$ cat config.mk
export PLATFORM = sky130hd
export DESIGN_NAME = fetch_sequencer
export DESIGN_NICKNAME = d
export VERILOG_FILES = /design/src/rtl/fetch_sequencer.sv
export SDC_FILE = /design/constraint.sdc
export NUM_CORES = 1
export LEC_CHECK = 0
export ABC_CLOCK_PERIOD_IN_PS = 2100
export BUFFER_PORTS_ARGS = -buffer_cell sky130_fd_sc_hd__buf_2
export CAP_MARGIN = 40
export CELL_PAD_IN_SITES_DETAIL_PLACEMENT = 1
export CELL_PAD_IN_SITES_GLOBAL_PLACEMENT = 1
export CORE_ASPECT_RATIO = 0.8
export CORE_UTILIZATION = 40
export CTS_BUF_LIST = sky130_fd_sc_hd__clkbuf_4
export DETAILED_ROUTE_END_ITERATION = 8
export GPL_TIMING_DRIVEN = 0
export PLACE_DENSITY_LB_ADDON = 0.1
export SLEW_MARGIN = 15
export SYNTH_ARGS = -nofsm -noshare
export SYNTH_HDL_FRONTEND = slang
export SYNTH_HIERARCHICAL = 1
export SYNTH_SLANG_ARGS = --single-unit
$ cat constraint.sdc
create_clock -name clock -period 2.1 [get_ports clock]
set_input_delay 0.315 -clock clock [delete_from_list [all_inputs] [get_ports clock]]
set_output_delay 0.315 -clock clock [all_outputs]
set_load 0.005 [all_outputs]
$ cat src/rtl/fetch_sequencer.sv
// Multicycle fetch/decode controller for the rvsimple core: owns pc and the instruction register.
// Optional feature: define RVSIMPLE_FETCH_ILLEGAL_CHECK_EN to add the registered inst_illegal output.

module instruction_decoder (
  input  logic [31:0] inst,
  output logic [6:0]  opcode,
  output logic [2:0]  funct3,
  output logic [6:0]  funct7,
  output logic [4:0]  rd,
  output logic [4:0]  rs1,
  output logic [4:0]  rs2
);

  assign opcode = inst[6:0];
  assign rd     = inst[11:7];
  assign funct3 = inst[14:12];
  assign rs1    = inst[19:15];
  assign rs2    = inst[24:20];
  assign funct7 = inst[31:25];

endmodule

module fetch_sequencer #(
  parameter logic [31:0] RESET_PC   = 32'h0000_0000,
  parameter int          WAIT_LIMIT = 16
) (
  input  logic        clock,
  input  logic        reset_n,
  output logic        imem_req,
  output logic [31:0] imem_addr,
  input  logic        imem_ack,
  input  logic [31:0] imem_rdata,
  input  logic        redirect_valid,
  input  logic [31:0] redirect_pc,
  output logic        inst_valid,
  input  logic        inst_ready,
  output logic [31:0] inst,
  output logic [31:0] inst_pc,
  output logic [6:0]  inst_opcode,
  output logic [2:0]  inst_funct3,
  output logic [6:0]  inst_funct7,
  output logic [4:0]  inst_rd,
  output logic [4:0]  inst_rs1,
  output logic [4:0]  inst_rs2,
  output logic        fetch_fault
`ifdef RVSIMPLE_FETCH_ILLEGAL_CHECK_EN
  ,
  output logic        inst_illegal
`endif
);

  typedef enum logic [1:0] {
    IDLE,
    FETCH,
    VALID,
    FAULT
  } state_t;

  localparam int CW = (WAIT_LIMIT > 1) ? $clog2(WAIT_LIMIT) : 1;
  localparam logic [31:0] NOP = 32'h0000_0013;

  state_t        state;
  logic [31:0]   pc;
  logic [31:0]   fetch_addr;
  logic [CW-1:0] wait_cnt;
  logic          discard;
  logic [31:0]   redirect_target;
  logic          timeout_hit;

  assign redirect_target = redirect_pc & 32'hFFFF_FFFC;
  assign timeout_hit     = (WAIT_LIMIT != 0) && (wait_cnt == CW'(WAIT_LIMIT - 1));

  // fetch_addr is separate from pc so an outstanding request keeps its address after a redirect
  assign imem_addr = fetch_addr;

`ifdef RVSIMPLE_FETCH_ILLEGAL_CHECK_EN
  logic rdata_illegal;
  assign rdata_illegal = (imem_rdata[1:0] != 2'b11) || (imem_rdata == 32'h0000_0000) ||
                         (imem_rdata == 32'hFFFF_FFFF);
`endif

  always_ff @(posedge clock or negedge reset_n) begin
    if (!reset_n) begin
      state       <= IDLE;
      pc          <= RESET_PC;
      fetch_addr  <= RESET_PC;
      imem_req    <= 1'b0;
      inst_valid  <= 1'b0;
      inst        <= NOP;
      inst_pc     <= RESET_PC;
      fetch_fault <= 1'b0;
      wait_cnt    <= '0;
      discard     <= 1'b0;
`ifdef RVSIMPLE_FETCH_ILLEGAL_CHECK_EN
      inst_illegal <= 1'b0;
`endif
    end else begin
      case (state)
        IDLE: begin
          state    <= FETCH;
          imem_req <= 1'b1;
          if (redirect_valid) begin
            pc         <= redirect_target;
            fetch_addr <= redirect_target;
          end else begin
            fetch_addr <= pc;
          end
        end

        FETCH: begin
          if (imem_ack) begin
            wait_cnt <= '0;
            if (redirect_valid) begin
              pc         <= redirect_target;
              fetch_addr <= redirect_target;
              discard    <= 1'b0;
            end else if (discard) begin
              discard    <= 1'b0;
              fetch_addr <= pc;
            end else begin
              inst       <= imem_rdata;
              inst_pc    <= fetch_addr;
              pc         <= fetch_addr + 32'd4;
              state      <= VALID;
              imem_req   <= 1'b0;
              inst_valid <= 1'b1;
`ifdef RVSIMPLE_FETCH_ILLEGAL_CHECK_EN
              inst_illegal <= rdata_illegal;
`endif
            end
          end else if (timeout_hit) begin
            state       <= FAULT;
            imem_req    <= 1'b0;
            fetch_fault <= 1'b1;
          end else begin
            if (WAIT_LIMIT != 0) wait_cnt <= wait_cnt + CW'(1);
            // The bus request is still in flight, so only remember to drop its data
            if (redirect_valid) begin
              pc      <= redirect_target;
              discard <= 1'b1;
            end
          end
        end

        VALID: begin
          if (redirect_valid) begin
            pc         <= redirect_target;
            fetch_addr <= redirect_target;
            state      <= FETCH;
            inst_valid <= 1'b0;
            imem_req   <= 1'b1;
          end else if (inst_ready) begin
            fetch_addr <= pc;
            state      <= FETCH;
            inst_valid <= 1'b0;
            imem_req   <= 1'b1;
          end
        end

        FAULT: begin
          imem_req    <= 1'b0;
          inst_valid  <= 1'b0;
          fetch_fault <= 1'b1;
        end

        default: begin
          state <= FAULT;
        end
      endcase
    end
  end

  instruction_decoder u_decoder (
    .inst   (inst),
    .opcode (inst_opcode),
    .funct3 (inst_funct3),
    .funct7 (inst_funct7),
    .rd     (inst_rd),
    .rs1    (inst_rs1),
    .rs2    (inst_rs2)
  );

endmodule

==> results.py, run 1 <==
metrics = {
    "status": {
        "outcome": "finished, final reports clean",
    },
    "layout": {
        "fin_nets": 1052,
        "syn_to_final_growth_pct": 30.81,
        "final_cells": 1209,
        "drive_gt1_frac": 0.3122,
    },
    "floorplanning": {
        "die-area_um2": 17070,
        "core_um2": 15950,
        "die_w_um": 145.8,
        "ios": 200,
        "rows": 41,
        "die_height_um": 117.1,
        "start_util": 0.4149,
    },
    "clock_network": {
        "cts-root-buf": "clkbuf_4",
        "clkSlewWorstSetupHoldPaths_ns": 0.12,
        "cts_tree": "built",
        "numCtsBuffers": 17,
        "cts_buffer_depth": 2,
        "clock-sinks": 138,
        "clk_latency_ns": 0.53,
        "h-tree-depth": 4,
    },
    "drt": {
        "drt_first_iter_violations": 250,
        "wl_met3_um": 1104,
        "finalWirelength_um": 21650,
        "wl_met2_um": 10460,
        "firstDrtPassIters": 4,
        "top_layer": "met4",
        "wl_per_cell_um": 17.90,
        "viasPerCell": 5.162,
        "drt-met1-wl_um": 9820,
        "drc_errors": 0,
        "drtAntennaViolNets": 0,
        "num_vias": 6241,
    },
    "power_and_ir_drop": {
        "peakVddDrop_mv": 0.5293,
        "powerDensity_nw_per_um2": 1098,
        "p_leak_uw": 0.004567,
    },
    "global_route": {
        "track_usage": 0.2601,
        "grt_pass1_wl_um": 34400,
        "overflow": 0,
        "grt_pass1_vias": 6371,
        "antenna_found_initial": 1,
        "grt_max_degree": 100,
    },
    "yosys": {
        "synth-seq-cells": 138,
        "synth.area.top_cells": "dfrtp_1 (51%), nand2_1 (12%), mux2i_1 (4.8%)",
        "ys.flop_type": "dfrtp_1",
        "yosysUniqueCellTypes": 57,
        "yosys.area.top_type": "dfrtp_1",
        "yosys_warnings": 6,
        "syn_area_per_cell_um2": 9.131,
        "ys_seq_area_frac": 0.5222,
        "netlist.area_leader.share": 0.5103,
        "synth_area_um2": 6620,
        "synth-edff-count": 0,
        "async_flop_share": 1.000,
        "postSynthCellCount": 725,
        "syn_nets": 796,
    },
    "setup_path": {
        "cpMaxStageDelayCell": "dfrtp_1",
        "worstPathMaxFanout": 10,
        "cp-start-kind": "flop",
        "cp_cell_sequence": "or3b_4 -> nor2_4 -> buf_4 -> buf_2 -> a21oi_1",
        "crit_type": "flop to flop",
        "startpoint": "discard",
        "cp_data_arrival_time_ns": 2.46,
        "timing.rr.start": "discard",
        "worst_path_largest_cell_delay_ns": 0.47,
        "cp.required_ns": 2.51,
        "end_kind": "flop",
    },
    "sta": {
        "setup_tns_ns": 0,
        "tightestPinTransition_ns": 0.8236,
        "min_period_ns": 2.051,
        "finClkSkew_ns": 0.01791,
        "finalMaxSlewViolations": 0,
        "max_freq_mhz": 487.5,
        "min_period_over_period": 0.9769,
        "hold_viol": 0,
        "relSlewSlack": 0.4509,
        "finalSetupViolations": 0,
    },
    "min_path": {
        "hold_path.class": "input pin to flop",
        "hp-start": "redirect_pc[4]",
    },
    "flow_run": {
        "cap_violations": 0,
    },
    "placed_design": {
        "gp_congestion": 0.8814,
        "numPortBuffers": 196,
        "dp_cells": 1137,
        "dp_hpwl_um": 15060,
    },
}
==> where the power goes <==
group	leakage [µW]	switching, µW	internal (µW)	total (µW)
combinational	0.00268	1520	1580	3110
sequential	0.00172	939	3560	4500
clock	0.000171	948	961	1910
==> synthesized netlist by cell type, drive strengths merged, types with 2 or more instances <==
cell / instances
nand2b: 6
mux2i: 32
nor4: 2
o221ai: 3
o21ai: 20
a21oi: 61
o22ai: 21
a22oi: 3
and4: 4
ha: 2
o32ai: 2
o31ai: 2
dfrtp: 135
dfstp: 3
a32oi: 6
nand4: 9
inv: 8
and2: 4
nand2: 205
nand3: 13
xor2: 13
xnor2: 8
or2: 2
nor3: 6
a31oi: 2
clkbuf: 21
and3: 2
nor2: 56
a211oi: 4
buf: 55
==> sequential cells by signal, summed over array words and instances (netlist names), 2 cells and up <==
name       count
imem_addr     32
inst          32
inst_pc       32
pc            32
state          2
wait_cnt       4
==> critical path: cells and delay by family (launching register included) <==
family | cells | cell delay (ns)
AO/OA/AOI/OAI | 1 | 0.11
buffers and inverters | 2 | 0.58
flip-flops | 1 | 0.47
AND/OR/NAND/NOR | 2 | 0.76
==> path summary, 6_finish.rpt <==
path | to | slack, ns | depth (start not counted)
max | pc[26] | 0.05 | 5
min | pc[4] | 0.03 | 3
max reg2reg | pc[26] | 0.05 | 5
min reg2reg | fetch_fault | 0.48 | 1
max in group asynchronous | inst[4] | 1.07 | 3
min in group asynchronous | state[1] | 0.24 | 2
==> cells by family (layout without fill, tap and decap cells) <==
group / count (synthesis) / count (layout) / synth area share
AND/OR/NAND/NOR: 315 / 315 / 0.2053
flip-flops: 138 / 138 / 0.5222
AO/OA/AOI/OAI: 132 / 132 / 0.1204
buffers and inverters: 85 / 353 / 0.07220
multiplexers: 32 / 32 / 0.04838
XOR/XNOR: 21 / 21 / 0.02778
adder cells (fa/ha/maj): 2 / 2 / 0.003779
other: 0 / 1 / 0
==> placed cells by master, fill, tap and decap left out, types with 4 or more instances in the layout <==
master         synthesis  final
clkinv_2               0      5
a21oi_1               60     60
xnor2_1                8      8
buf_4                 32     38
clkbuf_4               0     24
dfrtp_1              135    134
nand2_1              205    205
a32oi_1                6      6
bufinv_16              0      4
nand4_1                8      8
nor3_1                 4      4
o21ai_1                8      9
and4_1                 4      4
mux2i_1               32     32
dlygate4sd3_1          0     35
nand2b_1               6      6
inv_1                  8      8
o22ai_1               21     21
nor2_1                55     55
clkbuf_1              21      9
nand3_1               12     12
buf_2                 19    211
clkbuf_2               0      8
o21ai_0               11     10
xor2_1                13     13
and2_1                 4      4
==> layer usage <==
layer | vias up | global-route usage
met5 | - | 0
met4 | 0 | 0.06246
met3 | 19 | 0.05620
met2 | 194 | 0.4504
met1 | 3093 | 0.3362
li1 | 2935 | -
==> final cells by class <==
class / instances / area [µm²]
plain buffers: 75 / 465.4
clock inverters: 11 / 152.6
fillers: 1915 / 7295
flip-flops and latches: 138 / 3458
well taps: 215 / 269.0
clock buffers: 20 / 150.1
repair buffers: 238 / 1418
inverters: 9 / 33.78
diodes: 1 / 2.502
multi-input cells: 502 / 2710
==> what timing repair did <==
item,4_1_cts,5_1_grt
gates cloned,0,0
buffers inserted,1,4
endpoints found under the hold margin,73,0
resized for setup,6,26
hold buffers,35,0
setup endpoints to repair,38,65
pin swaps,1,3
==> stage by stage <==
step / power, µW / cell area, µm² / setup WS (ns) / hold slack (ns) / utilization
finish: 9511 / 8660 / 0.04856 / 0.02916 / 0.5428
global route: 10170 / 8660 / -0.01767 / 0.01122 / 0.5428
CTS: 9532 / 8588 / 0.001168 / 0.002452 / 0.5383
detailed placement: 7544 / 7908 / -0.3056 / 0.2185 / 0.4956
global placement: 7330 / 7870 / -1.251 / 0.4500 / 0.4933
floorplan: 6008 / 6620 / 0.3364 / 0.01941 / -
(Power assumes the default switching activity.)
==> run 2: changes to the inputs <==
Settings changed: CORE_MARGIN set to 2.
==> results.py, run 2 (synthesis gave the netlist of run 1 again) <==
metrics = {
    "sta": {
        "relSlewSlack": 0.4761,
        "tightestPinTransition_ns": 0.7858,
        "finClkSkew_ns": 0.01831,
        "rsz0062_at_grt": "yes",
        "min_period_ns": 2.017,
        "hold_viol": 0,
        "holdWs_ns": 0.03185,
        "max_freq_mhz": 495.8,
        "finalSetupViolations": 0,
        "setup_slack_ns": 0.08295,
        "min_period_over_period": 0.9605,
        "finalMaxSlewViolations": 0,
    },
    "drt": {
        "viasPerCell": 5.071,
        "wl_per_cell_um": 17.74,
        "firstDrtPassIters": 4,
        "finalWirelength_um": 21590,
        "num_vias": 6171,
        "drc_errors": 0,
        "drt_first_iter_violations": 318,
        "drtAntennaViolNets": 0,
    },
    "placed_design": {
        "dp_slack_ns": -0.2534,
        "gp_congestion": 0.8134,
        "numPortBuffers": 196,
        "dp_hpwl_um": 15290,
        "dp_cells": 1142,
        "placed_area_um2": 7914,
    },
    "layout": {
        "final_cells": 1217,
        "drive_gt1_frac": 0.3082,
        "fin_nets": 1055,
        "design_area_um2": 8716,
        "syn_to_final_growth_pct": 31.66,
        "layout.cells.most_common_list": "buf_2 (213), nand2_1 (205), dfrtp_1 (135)",
        "layout_commonest_cell": "buf_2",
        "filler_cell_count": 1973,
    },
    "min_path": {
        "holdPathEnd": "pc[12]",
        "hold_path.class": "input pin to flop",
        "holdPathStages": 3,
        "hp-start": "redirect_pc[12]",
    },
    "global_route": {
        "grt_pass1_wl_um": 34510,
        "track_usage": 0.2492,
        "use_met2": 0.4122,
        "top_usage_layer": "met2",
        "antenna_found_initial": 1,
        "grt.met3_usage": 0.06092,
        "grt_pass1_vias": 6514,
        "grt_util_met1": 0.3274,
        "grt_max_degree": 92,
        "overflow": 0,
    },
    "clock_network": {
        "clkSlewWorstSetupHoldPaths_ns": 0.11,
        "clk_latency_ns": 0.56,
        "numCtsBuffers": 17,
        "cts_tree": "built",
        "cts-root-buf": "clkbuf_4",
        "clock-sinks": 138,
        "h-tree-depth": 4,
        "cts_buffer_depth": 2,
    },
    "status": {
        "outcome": "finished, final reports clean",
    },
    "setup_path": {
        "r2r_end": "pc[24]",
        "reg2reg_depth": 6,
        "crit_type": "flop to flop",
        "worstPathMaxFanout": 8,
        "cp_data_arrival_time_ns": 2.45,
        "cp.required_ns": 2.53,
        "cp-start-kind": "flop",
        "ff2ff_setup_slack_ns": 0.08,
        "timing.rr.start": "imem_addr[2]",
        "end_kind": "flop",
    },
    "power_and_ir_drop": {
        "peakVddDrop_mv": 0.4708,
        "swShare": 0.3553,
        "p_switching_uw": 3424,
        "p_comb_frac": 0.324,
        "sequentialPowerShare": 0.468,
        "powerDensity_nw_per_um2": 1106,
        "clock_power_share": 0.208,
        "internal_power_uw": 6212,
        "p_leak_uw": 0.004574,
    },
    "floorplanning": {
        "die_w_um": 147.8,
        "core_um2": 16400,
        "rows": 42,
        "die_height_um": 119.1,
        "die-area_um2": 17600,
        "ios": 200,
        "start_util": 0.4038,
    },
    "flow_run": {
        "cap_violations": 0,
    },
}
run 2: through the flow:
stage / TNS (ns) / utilization / power, µW
4_1_cts: 0 / 0.5259 / 9682
6_report: 0 / 0.5316 / 9636
3_5_place_dp: -5.207 / 0.4827 / 7575
3_3_place_gp: -176.39 / 0.4804 / 7349
5_1_grt: -1.721 / 0.5316 / 10320
2_1_floorplan: 0 / - / 6008
run 2: how the worst max path moves through the flow:
stage / startpoint / end / slack (ns) / cells after the start
6_report: imem_addr[2] / pc[24] / 0.08 / 6
5_1_grt: state[1] / imem_addr[5] / -0.13 / 5
4_1_cts: state[1] / imem_addr[5] / 0.006 / 6
3_5_place_dp: wait_cnt[0] / pc[20] / -0.25 / 7
3_3_place_gp: reset_n / inst[13] / -1.29 / 1
2_1_floorplan: wait_cnt[0] / pc[15] / 0.34 / 7
run 2: critical path, cell delays in order (launching register included):
cell     delay, ns
dfrtp_1       0.52
ha_1          0.26
nand3_2       0.18
or2_1         0.31
nor4_2        0.37
xnor2_1       0.18
a21oi_1       0.09
run 2: power groups by stage:
stage / clock (µW) / combinational (µW) / sequential, µW
6_report: 2010 / 3120 / 4500
4_1_cts: 2070 / 3120 / 4490
5_1_grt: 2180 / 3500 / 4640
3_3_place_gp: 0 / 2900 / 4450
3_5_place_dp: 0 / 3040 / 4540
2_1_floorplan: 0 / 1640 / 4370
run 2: routing by layer:
layer | routed length, µm | vias up | part of all wire
met5 | 0 | - | 0
met4 | 250 | 0 | 0.012
met3 | 1209 | 19 | 0.056
met2 | 10460 | 182 | 0.48
met1 | 9672 | 3023 | 0.45
li1 | - | 2947 | -
run 2: cell type report:
type                            instances  area [µm²]  share of cell area
Multi-Input combinational cell        502        2715              0.3115
Sequential cell                       138        3457              0.3966
Buffer                                 75       455.4             0.05225
Timing Repair Buffer                  241        1455              0.1670
Clock buffer                           19       142.6             0.01637
Clock inverter                         12       178.9             0.02053
Inverter                                9       33.78            0.003876
Antenna cell                            1       2.502           0.0002871
Tap cell                              220       275.3             0.03158
run 2: repair_timing:
item                       CTS  global route
pin swaps                    1             3
buffers inserted             1             6
hold buffers                36             0
gates resized for setup      6            16
hold endpoints to repair    82             0
setup endpoints to repair   38            57
